## src/rtl/oled_defs_pkg.sv

```systemverilog
// Shared definitions for the OLED digit writer: SSD1306-style command
// opcodes, the I2C ctrl-bit encodings and the writer FSM state encoding.
package oled_defs;

  // Page-addressing command opcodes; low bits carry the operand.
  localparam logic [7:0] OP_PAGE   = 8'hB0;
  localparam logic [7:0] OP_COL_LO = 8'h00;
  localparam logic [7:0] OP_COL_HI = 8'h10;

  // Byte-layer ctrl flag: command vs. GRAM data.
  localparam logic CTRL_CMD  = 1'b0;
  localparam logic CTRL_DATA = 1'b1;

  // Number of address command bytes that precede the glyph data.
  localparam int unsigned CMD_BYTES = 3;

  // Writer FSM state encoding.
  localparam logic [1:0] ST_IDLE  = 2'd0;
  localparam logic [1:0] ST_ISSUE = 2'd1;
  localparam logic [1:0] ST_WAIT  = 2'd2;

endpackage

```

## src/rtl/oled_font_digit.sv

```systemverilog
// Combinational 5-column digit ROM, column LSB = top pixel row.
// Ports:
//   digit      in  4  digit code; 10..15 render blank
//   col        in  3  glyph column 0..4; 5..7 render blank
//   font_byte_c out 8 column bitmap
module oled_font_digit (
  input  logic [3:0] digit,
  input  logic [2:0] col,
  output logic [7:0] font_byte_c
);

  logic [39:0] glyph_row;

  // Five columns per glyph, leftmost column in the top byte.
  always_comb begin
    glyph_row = 40'h00_00_00_00_00;
    case (digit)
      4'd0: glyph_row = 40'h3E_51_49_45_3E;
      4'd1: glyph_row = 40'h00_42_7F_40_00;
      4'd2: glyph_row = 40'h42_61_51_49_46;
      4'd3: glyph_row = 40'h21_41_45_4B_31;
      4'd4: glyph_row = 40'h18_14_12_7F_10;
      4'd5: glyph_row = 40'h27_45_45_45_39;
      4'd6: glyph_row = 40'h3C_4A_49_49_30;
      4'd7: glyph_row = 40'h01_71_09_05_03;
      4'd8: glyph_row = 40'h36_49_49_49_36;
      4'd9: glyph_row = 40'h06_49_49_29_1E;
      default: glyph_row = 40'h00_00_00_00_00;
    endcase
  end

  // Column select.
  always_comb begin
    font_byte_c = 8'h00;
    case (col)
      3'd0: font_byte_c = glyph_row[39:32];
      3'd1: font_byte_c = glyph_row[31:24];
      3'd2: font_byte_c = glyph_row[23:16];
      3'd3: font_byte_c = glyph_row[15:8];
      3'd4: font_byte_c = glyph_row[7:0];
      default: font_byte_c = 8'h00;
    endcase
  end

endmodule

```

## src/rtl/oled_digit_writer.sv

```systemverilog
// Renders one digit glyph into OLED GRAM through a byte-level I2C layer:
// page command, two column commands, GLYPH_W font bytes, GAP_W blank bytes.
// Ports:
//   sys_clk, sys_rst        clock, synchronous active-high reset
//   req_valid/req_ready     request handshake (ready = idle)
//   req_page/col/digit      request payload, registered on acceptance
//   iic_exec/w_ctrl/w_data  byte transfer start pulse, ctrl flag and byte
//   iic_done                transfer-complete pulse from the byte layer
//   busy, done              request in flight, end-of-request pulse
module oled_digit_writer
  import oled_defs::*;
#(
  parameter int unsigned GLYPH_W = 5,
  parameter int unsigned GAP_W   = 1
) (
  input  logic       sys_clk,
  input  logic       sys_rst,
  input  logic       req_valid,
  output logic       req_ready,
  input  logic [2:0] req_page,
  input  logic [6:0] req_col,
  input  logic [3:0] req_digit,
  output logic       iic_exec,
  output logic       iic_w_ctrl,
  output logic [7:0] iic_w_data,
  input  logic       iic_done,
  output logic       busy,
  output logic       done
);

  localparam logic [3:0] LAST_IDX = 4'(CMD_BYTES + GLYPH_W + GAP_W - 1);

  logic [1:0] state_q, state_d;
  logic [3:0] idx_q,   idx_d;
  logic [2:0] page_q,  page_d;
  logic [6:0] col_q,   col_d;
  logic [3:0] digit_q, digit_d;
  logic       exec_q,  exec_d;
  logic       ctrl_q,  ctrl_d;
  logic [7:0] data_q,  data_d;
  logic       busy_q,  busy_d;
  logic       done_q,  done_d;
  logic       load_c;
  logic       byte_ctrl_c;
  logic [7:0] byte_data_c;
  logic [3:0] font_idx_c;
  logic [7:0] font_byte_c;

  // Next-state and handshake control; load_c marks a new byte being issued.
  always_comb begin
    state_d = state_q;
    idx_d   = idx_q;
    page_d  = page_q;
    col_d   = col_q;
    digit_d = digit_q;
    exec_d  = 1'b0;
    busy_d  = busy_q;
    done_d  = 1'b0;
    load_c  = 1'b0;
    case (state_q)
      ST_IDLE: begin
        if (req_valid) begin
          page_d  = req_page;
          col_d   = req_col;
          digit_d = req_digit;
          idx_d   = 4'd0;
          state_d = ST_ISSUE;
          exec_d  = 1'b1;
          busy_d  = 1'b1;
          load_c  = 1'b1;
        end
      end
      ST_ISSUE: state_d = ST_WAIT;
      ST_WAIT: begin
        if (iic_done) begin
          if (idx_q == LAST_IDX) begin
            state_d = ST_IDLE;
            busy_d  = 1'b0;
            done_d  = 1'b1;
          end else begin
            idx_d   = idx_q + 4'd1;
            state_d = ST_ISSUE;
            exec_d  = 1'b1;
            load_c  = 1'b1;
          end
        end
      end
      default: state_d = ST_IDLE;
    endcase
  end

  oled_font_digit u_font (
    .digit       (digit_q),
    .col         (3'(font_idx_c)),
    .font_byte_c (font_byte_c)
  );

  // Byte for index idx_d; uses next-cycle page/col so the first command
  // byte is ready in the cycle right after acceptance.
  always_comb begin
    font_idx_c  = idx_d - 4'(CMD_BYTES);
    byte_ctrl_c = CTRL_DATA;
    byte_data_c = 8'h00;
    case (idx_d)
      4'd0: begin
        byte_ctrl_c = CTRL_CMD;
        byte_data_c = OP_PAGE | {5'b0, page_d};
      end
      4'd1: begin
        byte_ctrl_c = CTRL_CMD;
        byte_data_c = OP_COL_LO | {4'b0, col_d[3:0]};
      end
      4'd2: begin
        byte_ctrl_c = CTRL_CMD;
        byte_data_c = OP_COL_HI | {5'b0, col_d[6:4]};
      end
      default: begin
        if (32'(font_idx_c) < GLYPH_W) byte_data_c = font_byte_c;
      end
    endcase
  end

  // Byte outputs hold until the next byte is issued.
  always_comb begin
    ctrl_d = ctrl_q;
    data_d = data_q;
    if (load_c) begin
      ctrl_d = byte_ctrl_c;
      data_d = byte_data_c;
    end
  end

  always_ff @(posedge sys_clk) begin
    if (sys_rst) begin
      state_q <= ST_IDLE;
      idx_q   <= 4'd0;
      page_q  <= 3'd0;
      col_q   <= 7'd0;
      digit_q <= 4'd0;
      exec_q  <= 1'b0;
      ctrl_q  <= CTRL_CMD;
      data_q  <= 8'h00;
      busy_q  <= 1'b0;
      done_q  <= 1'b0;
    end else begin
      state_q <= state_d;
      idx_q   <= idx_d;
      page_q  <= page_d;
      col_q   <= col_d;
      digit_q <= digit_d;
      exec_q  <= exec_d;
      ctrl_q  <= ctrl_d;
      data_q  <= data_d;
      busy_q  <= busy_d;
      done_q  <= done_d;
    end
  end

  assign req_ready  = (state_q == ST_IDLE);
  assign iic_exec   = exec_q;
  assign iic_w_ctrl = ctrl_q;
  assign iic_w_data = data_q;
  assign busy       = busy_q;
  assign done       = done_q;

endmodule

```

## config.mk

```make
export PLATFORM = sky130hd
export DESIGN_NAME = oled_digit_writer
export DESIGN_NICKNAME = d
export VERILOG_FILES = /design/src/rtl/oled_defs_pkg.sv /design/src/rtl/oled_font_digit.sv /design/src/rtl/oled_digit_writer.sv
export SDC_FILE = /design/constraint.sdc
export NUM_CORES = 1
export LEC_CHECK = 0
export BUFFER_PORTS_ARGS = -buffer_cell sky130_fd_sc_hd__buf_2
export CAP_MARGIN = 20
export CORE_MARGIN = 2
export CORE_UTILIZATION = 55
export DETAILED_ROUTE_END_ITERATION = 8
export PLACE_DENSITY = 0.83
export SLEW_MARGIN = 10
export SYNTH_ARGS = -nofsm -noshare
export SYNTH_HDL_FRONTEND = slang
export SYNTH_SLANG_ARGS = --single-unit
```

## constraint.sdc

```tcl
create_clock -name sys_clk -period 4.4 [get_ports sys_clk]
set_input_delay 0.44 -clock sys_clk [delete_from_list [all_inputs] [get_ports sys_clk]]
set_output_delay 0.44 -clock sys_clk [all_outputs]
set_load 0.02 [all_outputs]
```

Word-level counts from Yosys, hierarchy flattened
Memory sizes are Yosys's and may differ from the RTL's. A register that Yosys moved wholly into a read port is not among the register bits.
Cells that the tools add are included.
Widths: inputs -> output; s select.
Cells by class
  $lt $le $gt $ge: 1
  eq/ne operators: 12
  muxes and demuxes: 27
  add/subtract/negate cells: 2
  reduce and logical (&&, ||, !) cells: 9
  bitwise gates (word level): 2
Operators by type and width (count)
  $pmux 8 s5: 1
  $pmux 8 s3: 1
  $mux 4: 5
  $mux 7: 2
  $mux 1: 9
  $mux 8: 1
  $pmux 4 s2: 1
  $eq 3x2->1 const B: 2
  $mux 3: 2
  $ne 2x2->1 const B: 3
  $pmux 2 s3: 1
  $reduce_or 3->1: 2
  $add 4x1->4 const B: 1
  $eq 4x1->1 const B: 1
  $eq 4x2->1 const B: 1
  $eq 4x4->1 const B: 1
  $logic_not 4->1: 1
  $lt 4x3->1 const B: 1
  $mux 2: 2
  $pmux 1 s2: 2
  $reduce_and 2->1: 2
  $reduce_and 4->1: 1
  $sub 4x2->4 const B: 1
  $eq 3x1->1 const B: 1
  other kinds (7): 8
Storage, ports and cells
  logic and storage cells: 64
  output and inout bits: 13
  memories kept: 1
  ROM bits: 560
  flip-flop bits (word level): 32
Memories
  (name not given): words 16, bits a word 35, read ports 1, clocked after memory_dff 1, write ports 0, RTL line oled_font_digit.sv:17  | case (digit)

Depth between registers and ports, before layout
Gate-level depths: netlist of the first run.
  word-level depth: 9
  depth in mapped cells: 9
  mapped depth without buffers: 8

Cells and area by module
From an unflattened synthesis of the first run, not the netlist that was laid out.
Unflattened totals
  cell total of the unflattened synthesis: 306
  area total of the unflattened synthesis: 2364.8 µm²
Modules (own cells, without submodules)
  oled_digit_writer: instances 1, cells an instance 193, area each 1607.8 µm², sequential area each 640.6 µm²
  oled_font_digit: instances 1, cells an instance 113, area each 757.0 µm², sequential area each 0.0 µm²

Least setup slack after synthesis of the first run
OpenSTA, ideal clock, no wires.
  kind: input to register
  start point: in req_valid
  end point: reg u_font.glyph_row[17] (netlist name)
  arrival time: 2284 ps
  data required time: 4280 ps
  stages: 9
  buffers on the path: 1
  setup slack: 1996 ps
  cells stage by stage: nor3b_2 buf_2 nand2_1 a21oi_1 inv_1 ha_1 inv_1 nor2_1 or2_1
Between the ends
  longest elaborated chain between the ends: 3
RTL lines
  start: declaration: RTL line oled_digit_writer.sv:18  | input logic req_valid,
  $reduce_and 2->1 (no source line)
  $mux 4 (no source line) (2 in a row)
Every way passes these cells.
A chain may end at the register's enable or synchronous reset.

Worst setup path in the final report of the first run
  start point: reg state_q[1]
  end point: reg u_font.glyph_row[17] (netlist name)
Between the ends
  longest elaborated chain between the ends: 4
RTL lines
  start: declaration: RTL line oled_digit_writer.sv:33  | logic [1:0] state_q, state_d;
  start signal: assignment: RTL line oled_digit_writer.sv:146  | state_q <= state_d;
  $logic_not 2->1: RTL line oled_digit_writer.sv:60  | case (state_q)
  $reduce_and 2->1 (no source line)
  $mux 4 (no source line) (2 in a row)
Every way passes these cells.

==> flow_summary.ini, run 1 <==
[placement]
portBuffers = 30
gp_congestion = 0.8942
dpl.hpwl_um = 4616

[worst_setup_path]
max_stage_delay_ns = 0.70
rr_worst_depth = 8
path_depth = 8
crit_chain = or3b_1 > nand2_1 > a21oi_1 > inv_1 > ha_1 > inv_1 > nor2_1 > or2_1
cp-start-kind = flop
rr_startpoint = state_q[1]
rrSetupSlack_ns = 1.56
crit_slowest_cell = dfxtp_1
path_max_fanout = 16
path_class = reg2reg
endpoint_kind = flop
worst-path-buf-inv = 2
worstSetupStartpoint = state_q[1]
crit_family = simple AND/OR/NAND/NOR gates
cp.arrival_ns = 3.06
worstSetupEndpoint = u_font.glyph_row[17]
cpMostUsedCell = inv_1
rr_endpoint = u_font.glyph_row[17]
required_ns = 4.62

[timing]
finClkSkew_ns = 0.01119
timing.fmax_mhz = 351.7
final-max-slew-violation-count = 0
hold_slack_ns = 0.3473
max-slew-margin-rel_pct = 47.69
timing.final.crit_share_pct = 64.61
final-hold-violation-count = 0
layout_min_cycle_time_ns = 2.843
grt_setup_unrepaired = no
setup_viol = 0
tightest_slew_ns = 0.7847
setup-tns-final_ns = 0

[synthesis]
synth.avg_cell_area_um2 = 9.069
syn_inst = 322
synth_ff_type = dfxtp_1
synth.most_common_cell = dfxtp_1
synth.distinct_cells = 63
async_flop_share_pct = 0
syn_nets = 350
synth_top_cell_area_share_pct = 43.19
netlist_top_cells_count = dfxtp_1 (63), nand2_1 (44), nor2_1 (38)
syn-cell-area_mm2 = 0.002920
synth_top_cell_by_area = dfxtp_1
synthTopCellsByArea = dfxtp_1 (43%), mux2i_1 (5.8%), nand2_1 (5.7%), a21oi_1 (5.0%), nor2_1 (4.9%)
synth_edf_count = 0
ys_seq_area_share_pct = 43.19
synth_warnings = 0
ys_seq_elements = 63

[global_route]
grt_pass1_wl_um = 10580
grt_antenna_before_repair = 0
grt_start_max_net_pins = 34
grt_use_total_pct = 22.66
grt_overflow = 0
first_global_vias = 2310

[clock_tree]
postCtsSetupBuffers = 0
cts_made_buffers = 9
ctsHoldBuffers = 0
clock-sinks = 63
clockRootBuffer = clkbuf_8
ctsResizeCount = 0
htreeDepth = 3
clkTransAtPathRegs_ns = 0.07
cts_tree = yes
clockBufferDepth = 2
clock_latency_ns = 0.33

[final_layout]
area_delta_synth_final_pct = 12.21
final_util_pct = 64.16
nets = 377
drive_gt1_share_pct = 19.49
fillCellCount = 438
num_antenna_cells = 0

[power_and_ir_drop]
cellLeakagePower_uw = 0.001445
switchingPower_uw = 355.8
comb_power_share_pct = 14.8
internal-power_uw = 1009
power_density_mw_per_mm2 = 416.5
pwr-share-clk_pct = 37.7
ir_worst_vdd_v = 0.0002073
power_frac_seq_pct = 47.5
switching_share_pct = 26.07

[run]
maxCapViolCount = 0

[detailed_routing]
drt_pass1_iterations = 5
wl_um = 6344
vias = 2395
drtAntennaViolNets = 0
drtIter0Drc = 212
drc = 0
wl_per_cell_um = 14.96
vias_per_cell = 5.649

[floorplan]
pin_count = 31
num_rows = 26
core_area_mm2 = 0.005107
start_util_pct = 57.18
chipHeight_um = 76.87
chipWidth_um = 76.87
dieArea_mm2 = 0.005908

[status]
status = finished, final reports clean

[min_path]
min_path_type = in2reg
==> layout by cell type (no fill, tap or decap), types with 2 or more instances in the layout <==
cell type and n:
nor2_1 38, nor2_2 3, nor3_1 4, o21a_1 2, clkinv_2 2, mux2i_1 17
o21ai_0 10, inv_1 11, nand2_1 44, a211oi_1 4, nand2b_1 3, o31ai_1 2
nand4_1 2, o22ai_1 7, o21ai_1 3, buf_4 3, ha_1 10, a21oi_1 29
nor2b_1 2, or2_1 3, nand3_1 3, and2_1 2, dfxtp_1 63, a221oi_1 2
and3_1 2, mux2_2 2, buf_2 30, clkbuf_8 12, a21o_1 3
==> flip-flops by register name, summed over array words and instances (netlist names), 2 cells and up <==
name,cells
col_q,7
digit_q,4
iic_w_data,8
page_q,3
state_q,2
idx_q,4
u_font.glyph_row,31
==> metrics by stage <==
| stage | instances | worst slack [ns] | area (µm²) | power (µW) |
|---|---|---|---|---|
| 2_1_floorplan | 322 | 1.996 | 2920 | 805.9 |
| 3_3_place_gp | 408 | 1.630 | 3068 | 855.1 |
| 3_5_place_dp | 408 | 1.605 | 3068 | 860.8 |
| 4_1_cts | 424 | 1.585 | 3277 | 1371 |
| 5_1_grt | 424 | 1.235 | 3277 | 1421 |
| 6_report | 424 | 1.557 | 3277 | 1365 |
==> power by group through the flow <==
stage	logic (µW)	registers (µW)	clock network, µW
finish	202	648	515
detailed placement	200	661	0
global route	223	653	545
CTS	201	648	522
global placement	196	659	0
floorplan	144	662	0
==> routing by layer <==
metal | wire length (µm) | vias up | part of all wire, % | track usage, %
met5 | 0 | - | 0 | 0
met4 | 128 | 0 | 2.0 | 8.182
met3 | 293 | 14 | 4.6 | 6.000
met2 | 3120 | 87 | 49 | 38.42
met1 | 2802 | 1118 | 44 | 27.62
li1 | - | 1176 | - | -
==> worst min-delay path by stage <==
stage                  startpoint             to  slack [ns]  cells past startpoint
finish                 req_col[5]       col_q[5]        0.35                      3
global route           req_col[5]       col_q[5]        0.36                      3
CTS                    req_col[5]       col_q[5]        0.33                      3
detailed placement  iic_w_data[4]  iic_w_data[4]        0.45                      2
global placement        page_q[1]      page_q[1]        0.44                      2
floorplan                col_q[6]       col_q[6]        0.44                      2
==> area by class of cell <==
type,instances,area [µm²],share of cell area [%]
multi-input cells,229,1493,45.55
clock inverters,3,40.04,1.222
inverters,13,53.80,1.642
flip-flops and latches,63,1261,38.49
clock buffers,13,168.9,5.155
repair buffers,33,172.7,5.269
well taps,70,87.58,2.673
==> cells by family (layout without fill, tap and decap cells) <==
logic type,count (synthesis),after routing,synth area share [%]
AO/OA/AOI/OAI,81,81,19.75
adder cells (fa/ha/maj),10,10,4.284
AND/OR/NAND/NOR,118,118,19.71
multiplexers,20,20,7.369
flip-flops,63,63,43.19
buffers and inverters,30,62,5.698
==> tightest hold or removal path, stage by stage <==
cell and delay, ns:
buf_2 0.10, nand2_1 0.04, a21oi_1 0.05
(Power assumes the default switching activity.)
==> inputs of run 2 (changes only) <==
--- a/config.mk
+++ b/config.mk
@@ -5,10 +5,11 @@
 export SDC_FILE = /design/constraint.sdc
 export NUM_CORES = 1
 export LEC_CHECK = 0
+export ABC_AREA = 1
 export BUFFER_PORTS_ARGS = -buffer_cell sky130_fd_sc_hd__buf_2
 export CAP_MARGIN = 20
 export CORE_MARGIN = 2
-export CORE_UTILIZATION = 55
+export CORE_UTILIZATION = 52
 export DETAILED_ROUTE_END_ITERATION = 8
 export PLACE_DENSITY = 0.83
 export SLEW_MARGIN = 10
==> constraint.sdc (replaced) <==
create_clock -name sys_clk -period 2.6 [get_ports sys_clk]
set_input_delay 0.26 -clock sys_clk [delete_from_list [all_inputs] [get_ports sys_clk]]
set_output_delay 0.26 -clock sys_clk [all_outputs]
set_load 0.02 [all_outputs]
==> run 2 against run 1 <==
Effect of this change:
- sequential cell count did not move
- total power rose by 75%
- synthesized cell count rose by 17%
- maximum frequency rose by 21%
- final cell count rose by 16%
- critical path type unchanged
- critical endpoint is now u_font.glyph_row[37]
- highest routed layer unchanged
- sequential power rose by 74%
- routed wire length rose by 5.0%
==> flow_summary.ini, run 2 <==
[detailed_routing]
wl_per_cell_um = 13.59
vias = 2557
drtAntennaViolNets = 0
drt_pass1_iterations = 5
drc = 0
wl_um = 6660
drtIter0Drc = 171
vias_per_cell = 5.218

[worst_setup_path]
cp-start-kind = flop
cp.arrival_ns = 2.57
crit_chain = nor2_4 > nand2_8 > inv_4 > nor2_1 > nor3_4 > inv_1 > ha_1 > inv_1 > nor2_1 > o22ai_1
max_stage_delay_ns = 0.38
worstSetupEndpoint = u_font.glyph_row[37]
path_max_fanout = 18
rrSetupSlack_ns = 0.24
endpoint_kind = flop
rr_endpoint = u_font.glyph_row[37]
path_class = reg2reg
rr_worst_depth = 10
crit_slowest_cell = dfxtp_1
worstSetupStartpoint = state_q[1]
rr_startpoint = state_q[1]
required_ns = 2.81

[synthesis]
synth_ff_type = dfxtp_1
syn_inst = 378
synth_mux_area_share_pct = 0.3361
ys_seq_area_share_pct = 42.35
ys_seq_elements = 63
async_flop_share_pct = 0
synth-simple-area-share_pct = 34.66
netlist_top_cells_count = nand2_1 (78), dfxtp_1 (63), nor2_1 (41)
synth.distinct_cells = 36
synth_top_cell_by_area = dfxtp_1
synth_top_cell_area_share_pct = 42.35
syn_nets = 406
synth.avg_cell_area_um2 = 7.878
synth.most_common_cell = nand2_1
synth_edf_count = 0
synth_fa_ha_area_share_pct = 4.202
synth_top_family_by_area = simple AND/OR/NAND/NOR gates
synthTopCellsByArea = dfxtp_1 (42%), nand2_1 (9.8%), nor2_1 (5.2%), nand3_1 (4.9%), ha_1 (4.2%)
synth-compound-area-share_pct = 10.46
syn-cell-area_mm2 = 0.002978
synth_warnings = 0
synth_xor_area_share_pct = 0

[clock_tree]
ctsHoldBuffers = 0
cts_tree = yes
clock-sinks = 63
clockRootBuffer = clkbuf_8
cts_made_buffers = 9
clock_latency_ns = 0.35
clkTransAtPathRegs_ns = 0.07
htreeDepth = 3
clockBufferDepth = 2
postCtsSetupBuffers = 0
ctsResizeCount = 0

[final_layout]
drive_gt1_share_pct = 22.73
final_common_cell = nand2_1
area_delta_synth_final_pct = 13.24
num_antenna_cells = 0
final_cell_mix = nand2_1 (78), dfxtp_1 (63), nor2_1 (41), inv_1 (32), buf_2 (30)
layout.cells.non_filler = 490
final_util_pct = 61.24
nets = 441
largest_reg_flops = 31
fin_area_mm2 = 0.003372

[power_and_ir_drop]
power_density_mw_per_mm2 = 708.6
switching_share_pct = 29.28
ir_worst_vdd_v = 0.0004711
internal-power_uw = 1690
switchingPower_uw = 699.6
pwr-share-clk_pct = 35.7
power_frac_seq_pct = 47.4
cellLeakagePower_uw = 0.001543
comb_power_share_pct = 16.9

[floorplan]
chipWidth_um = 79.68
core_area_mm2 = 0.005507
dieArea_mm2 = 0.006348
num_rows = 27
start_util_pct = 54.08
pin_count = 31
chipHeight_um = 79.68

[placement]
dpl.hpwl_um = 4903
portBuffers = 30
dpl.cell_count = 474
dpl-instance-area_mm2 = 0.003173
dp_slack_ns = 0.3006
gp_congestion = 0.8929

[timing]
final-hold-violation-count = 0
grt_setup_unrepaired = no
timing.fmax_mhz = 424.2
max-slew-margin-rel_pct = 68.38
setup-tns-final_ns = 0
final-max-slew-violation-count = 0
finClkSkew_ns = 0.008744
timing.final.crit_share_pct = 90.67
finalWorstSetupSlack_ns = 0.2426
setup_viol = 0
tightest_slew_ns = 0.4718
layout_min_cycle_time_ns = 2.357

[min_path]
min_path_type = in2reg

[run]
maxCapViolCount = 0

[global_route]
grt_use_total_pct = 23.12
grt_overflow = 0
grt_antenna_before_repair = 0
grt_start_max_net_pins = 27
grt_pass1_wl_um = 11150
first_global_vias = 2462

[status]
status = finished, final reports clean
==> run 2: cell types whose count changed in the layout (fill, tap and decap cells not counted), moves of 7 or more <==
cell,delta
mux2i_1,-16
inv_2,+7
nand3_1,+26
inv_1,+21
a21oi_1,-16
nand4_1,+7
nor2_4,+9
nand2_1,+34
o21a_1,+7
nand2_2,+7
==> run 2: kinds of logic after synthesis <==
kind of cell,Yosys count
compound gates,51
simple gates,201
fa+ha+maj,10
flops,63
buf+inv,52
mux,1
==> run 2: worst min path at each step <==
| stage | from | end | cells after the start |
|---|---|---|---|
| after floorplan | sys_rst | digit_q[2] | 1 |
| after global placement | busy | busy | 2 |
| after detailed placement | busy | busy | 2 |
| after CTS | req_col[3] | col_q[3] | 3 |
| after global routing | req_col[3] | col_q[3] | 3 |
| final | req_col[3] | col_q[3] | 3 |
==> run 2: layout make-up <==
type | count | area (µm²)
repair buffers | 34 | 180.2
well taps | 72 | 90.09
flip-flops and latches | 63 | 1261
multi-input cells | 263 | 1479
clock inverters | 5 | 57.56
clock buffers | 11 | 141.4
inverters | 42 | 162.7
fillers | 501 | 2135
==> run 2: per-stage QoR <==
step | power, µW | hold slack (ns)
floorplan | 1438 | 0.3611
global placement | 1546 | 0.4479
detailed placement | 1552 | 0.4657
CTS | 2393 | 0.1938
global route | 2499 | 0.2106
finish | 2390 | 0.2015
==> run 2: power groups by stage <==
stage	Clock (µW)	Sequential, µW	Combinational, µW
floorplan	0	1150	284
global placement	0	1150	395
detailed placement	0	1150	400
CTS	858	1130	403
global route	911	1140	450
finish	854	1130	404
==> run 2: metal layers <==
layer / share of wire, % / vias up / global-route usage (%) / wire, µm
met5: 0 / - / 0 / 0
met4: 3.3 / 0 / 14.31 / 217
met3: 4.9 / 20 / 5.656 / 326
met2: 50 / 77 / 39.41 / 3356
met1: 41 / 1165 / 25.75 / 2760
li1: - / 1295 / - / -
==> run 2: critical path: cells and delay by family (launching register included) <==
family,cells,cell delay [ns]
AND/OR/NAND/NOR,5,0.95
buffers and inverters,3,0.43
flip-flops,1,0.38
adder cells (fa/ha/maj),1,0.32
AO/OA/AOI/OAI,1,0.14
==> inputs of run 3 (changes only) <==
--- a/config.mk
+++ b/config.mk
@@ -9,10 +9,11 @@
 export BUFFER_PORTS_ARGS = -buffer_cell sky130_fd_sc_hd__buf_2
 export CAP_MARGIN = 20
 export CORE_MARGIN = 2
-export CORE_UTILIZATION = 52
+export CORE_UTILIZATION = 51
 export DETAILED_ROUTE_END_ITERATION = 8
 export PLACE_DENSITY = 0.83
 export SLEW_MARGIN = 10
 export SYNTH_ARGS = -nofsm -noshare
 export SYNTH_HDL_FRONTEND = slang
+export SYNTH_HIERARCHICAL = 1
 export SYNTH_SLANG_ARGS = --single-unit
==> run 3 against run 2 <==
Effect of this change:
- critical path depth up 8
- setup slack got worse by 0.071 ns
- non-clock buffer count increased by 3
- critical endpoint is now iic_w_data[1]
- highest routed layer unchanged
==> flow_summary.ini, run 3 <==
[final_layout]
largest_reg_flops = 8
fillCellCount = 424
drive_gt1_share_pct = 20.63
area_delta_synth_final_pct = 12.03
final_cell_mix = nand2_1 (91), nor2_1 (57), nand3_1 (48), inv_1 (33)
final_util_pct = 60.30
multiInputGateArea_mm2 = 0.001505
nets = 443
ff_latch_area_um2 = 645.6
final_common_cell = nand2_1
num_antenna_cells = 0

[worst_setup_path]
path_max_fanout = 7
cp.arrival_ns = 2.65
required_ns = 2.82
endpoint_kind = flop
worstSetupStartpoint = idx_q[0]
path_class = reg2reg
rr_startpoint = idx_q[0]
cp-start-kind = flop

[synthesis]
synth.avg_cell_area_um2 = 6.279
synth.most_common_cell = nand2_1
synth.distinct_cells = 29
synth_edf_count = 0
synth_top_cell_area_share_pct = 26.78
synth_warnings = 6
synthTopCellsByArea = dfxtp_1 (27%), nand2_1 (15%), nand3_1 (10%), nor2_1 (9.4%), ha_1 (7.3%)
async_flop_share_pct = 0
synth_ff_type = dfxtp_1
syn-cell-area_mm2 = 0.002392
ys_seq_area_share_pct = 26.78
synth_top_cell_by_area = dfxtp_1
syn_inst = 381
ys_seq_elements = 32
netlist_top_cells_count = nand2_1 (93), nor2_1 (60), nand3_1 (49)
syn_nets = 413

[min_path]
min_from = req_digit[2]
min_path_type = in2reg

[timing]
timing.final.crit_share_pct = 93.40
timing.fmax_mhz = 411.8
setup_viol = 0
layout_min_cycle_time_ns = 2.428
finClkSkew_ns = 0.009130
final-hold-violation-count = 0
final-max-slew-violation-count = 0

[clock_tree]
clockRootBuffer = clkbuf_8
clock-sinks = 32
cts_tree = yes
ctsHoldBuffers = 0
clock_latency_ns = 0.29
cts_made_buffers = 5
clockBufferDepth = 2
htreeDepth = 2
clkTransAtPathRegs_ns = 0.07

[floorplan]
chipHeight_um = 72.49
chipWidth_um = 72.49
start_util_pct = 53.83
pin_count = 31
core_area_mm2 = 0.004444
dieArea_mm2 = 0.005255
num_rows = 24

[power_and_ir_drop]
totalPowerFinal_uw = 1346
pwr-share-clk_pct = 29.8
power_density_mw_per_mm2 = 502.4
switching_share_pct = 34.43
comb_power_share_pct = 29.0
internal-power_uw = 882.8
ir_worst_vdd_v = 0.0005229
cellLeakagePower_uw = 0.001327
switchingPower_uw = 463.7
power_frac_seq_pct = 41.1

[status]
status = finished, final reports clean

[detailed_routing]
drc = 0
vias = 2472
vias_per_cell = 5.328
drt_pass1_iterations = 4
drtIter0Drc = 222
drtAntennaViolNets = 0
wl_um = 5786
wl_per_cell_um = 12.47

[global_route]
grt_antenna_before_repair = 0
grt_start_max_net_pins = 23
grt_overflow = 0
grt_pass1_wl_um = 9666
grt_use_total_pct = 23.13
first_global_vias = 2183

[placement]
dpl.hpwl_um = 4285
gp_congestion = 0.9944
portBuffers = 30

[run]
maxCapViolCount = 0
==> run 3: kinds of logic after synthesis <==
logic type | count (synthesis) | share of synthesized area [%]
AND/OR/NAND/NOR | 234 | 43.46
buffers and inverters | 58 | 11.56
AO/OA/AOI/OAI | 41 | 10.30
flip-flops | 32 | 26.78
adder cells (fa/ha/maj) | 14 | 7.322
multiplexers | 1 | 0.4184
other | 1 | 0.1568
==> run 3: routing by layer <==
layer,up-vias,global-route usage [%],part of all wire [%]
li1,1266,-,-
met1,1079,29.85,46
met2,101,37.21,45
met3,26,5.139,6.3
met4,0,9.877,3.3
met5,-,0,0
==> run 3: area by class of cell <==
type | instances | share of cell area [%]
multi-input cells | 291 | 56.16
flip-flops and latches | 32 | 24.09
repair buffers | 37 | 7.563
inverters | 44 | 6.256
clock buffers | 7 | 3.221
well taps | 52 | 2.428
clock inverters | 1 | 0.2801
==> run 3: what timing repair did <==
action,CTS,global route
setup buffers,0,2
setup endpoints to repair,0,7
gates resized for setup,0,15
==> run 3: per-stage QoR <==
stage / setup WS [ns] / area, µm² / hold WS (ns) / setup TNS, ns / std cells
after floorplan: 0.1790 / 2392 / 0.3387 / 0 / 381
after CTS: 0.03365 / 2630 / 0.2236 / 0 / 462
after global placement: 0.04081 / 2536 / 0.4491 / 0 / 454
after detailed placement: 0.06088 / 2536 / 0.4557 / 0 / 454
after global routing: -0.01235 / 2680 / 0.2461 / -0.02055 / 464
final: 0.1716 / 2680 / 0.2327 / 0 / 464
==> run 3: power groups by stage <==
stage | combinational [µW] | clock [µW] | sequential [µW]
4_1_cts | 383 | 413 | 554
6_report | 391 | 402 | 554
5_1_grt | 435 | 425 | 558
3_5_place_dp | 380 | 0 | 565
2_1_floorplan | 286 | 0 | 578
3_3_place_gp | 377 | 0 | 564
==> run 3: final timing paths <==
| path | end | slack [ns] | cells past startpoint |
|---|---|---|---|
| hold reg to reg | busy | 0.46 | 2 |
| setup / recovery | iic_w_data[1] | 0.17 | 18 |
| hold / removal | digit_q[2] | 0.23 | 3 |
| setup reg to reg | iic_w_data[1] | 0.17 | 18 |
==> run 3: critical path, stage by stage, from the launching register on <==
cell and delay (ns):
dfxtp_4 0.36, inv_2 0.04, ha_1 0.20, nand3_2 0.10
nand2_1 0.09, nand2_1 0.08, nand2_1 0.07, buf_4 0.17
ha_1 0.30, inv_2 0.07, inv_1 0.10, nand2_1 0.09
nor2_2 0.19, nand2_1 0.08, nand2_1 0.05, nand2_1 0.06
nand2_1 0.08, nand3_1 0.08, a21oi_1 0.13
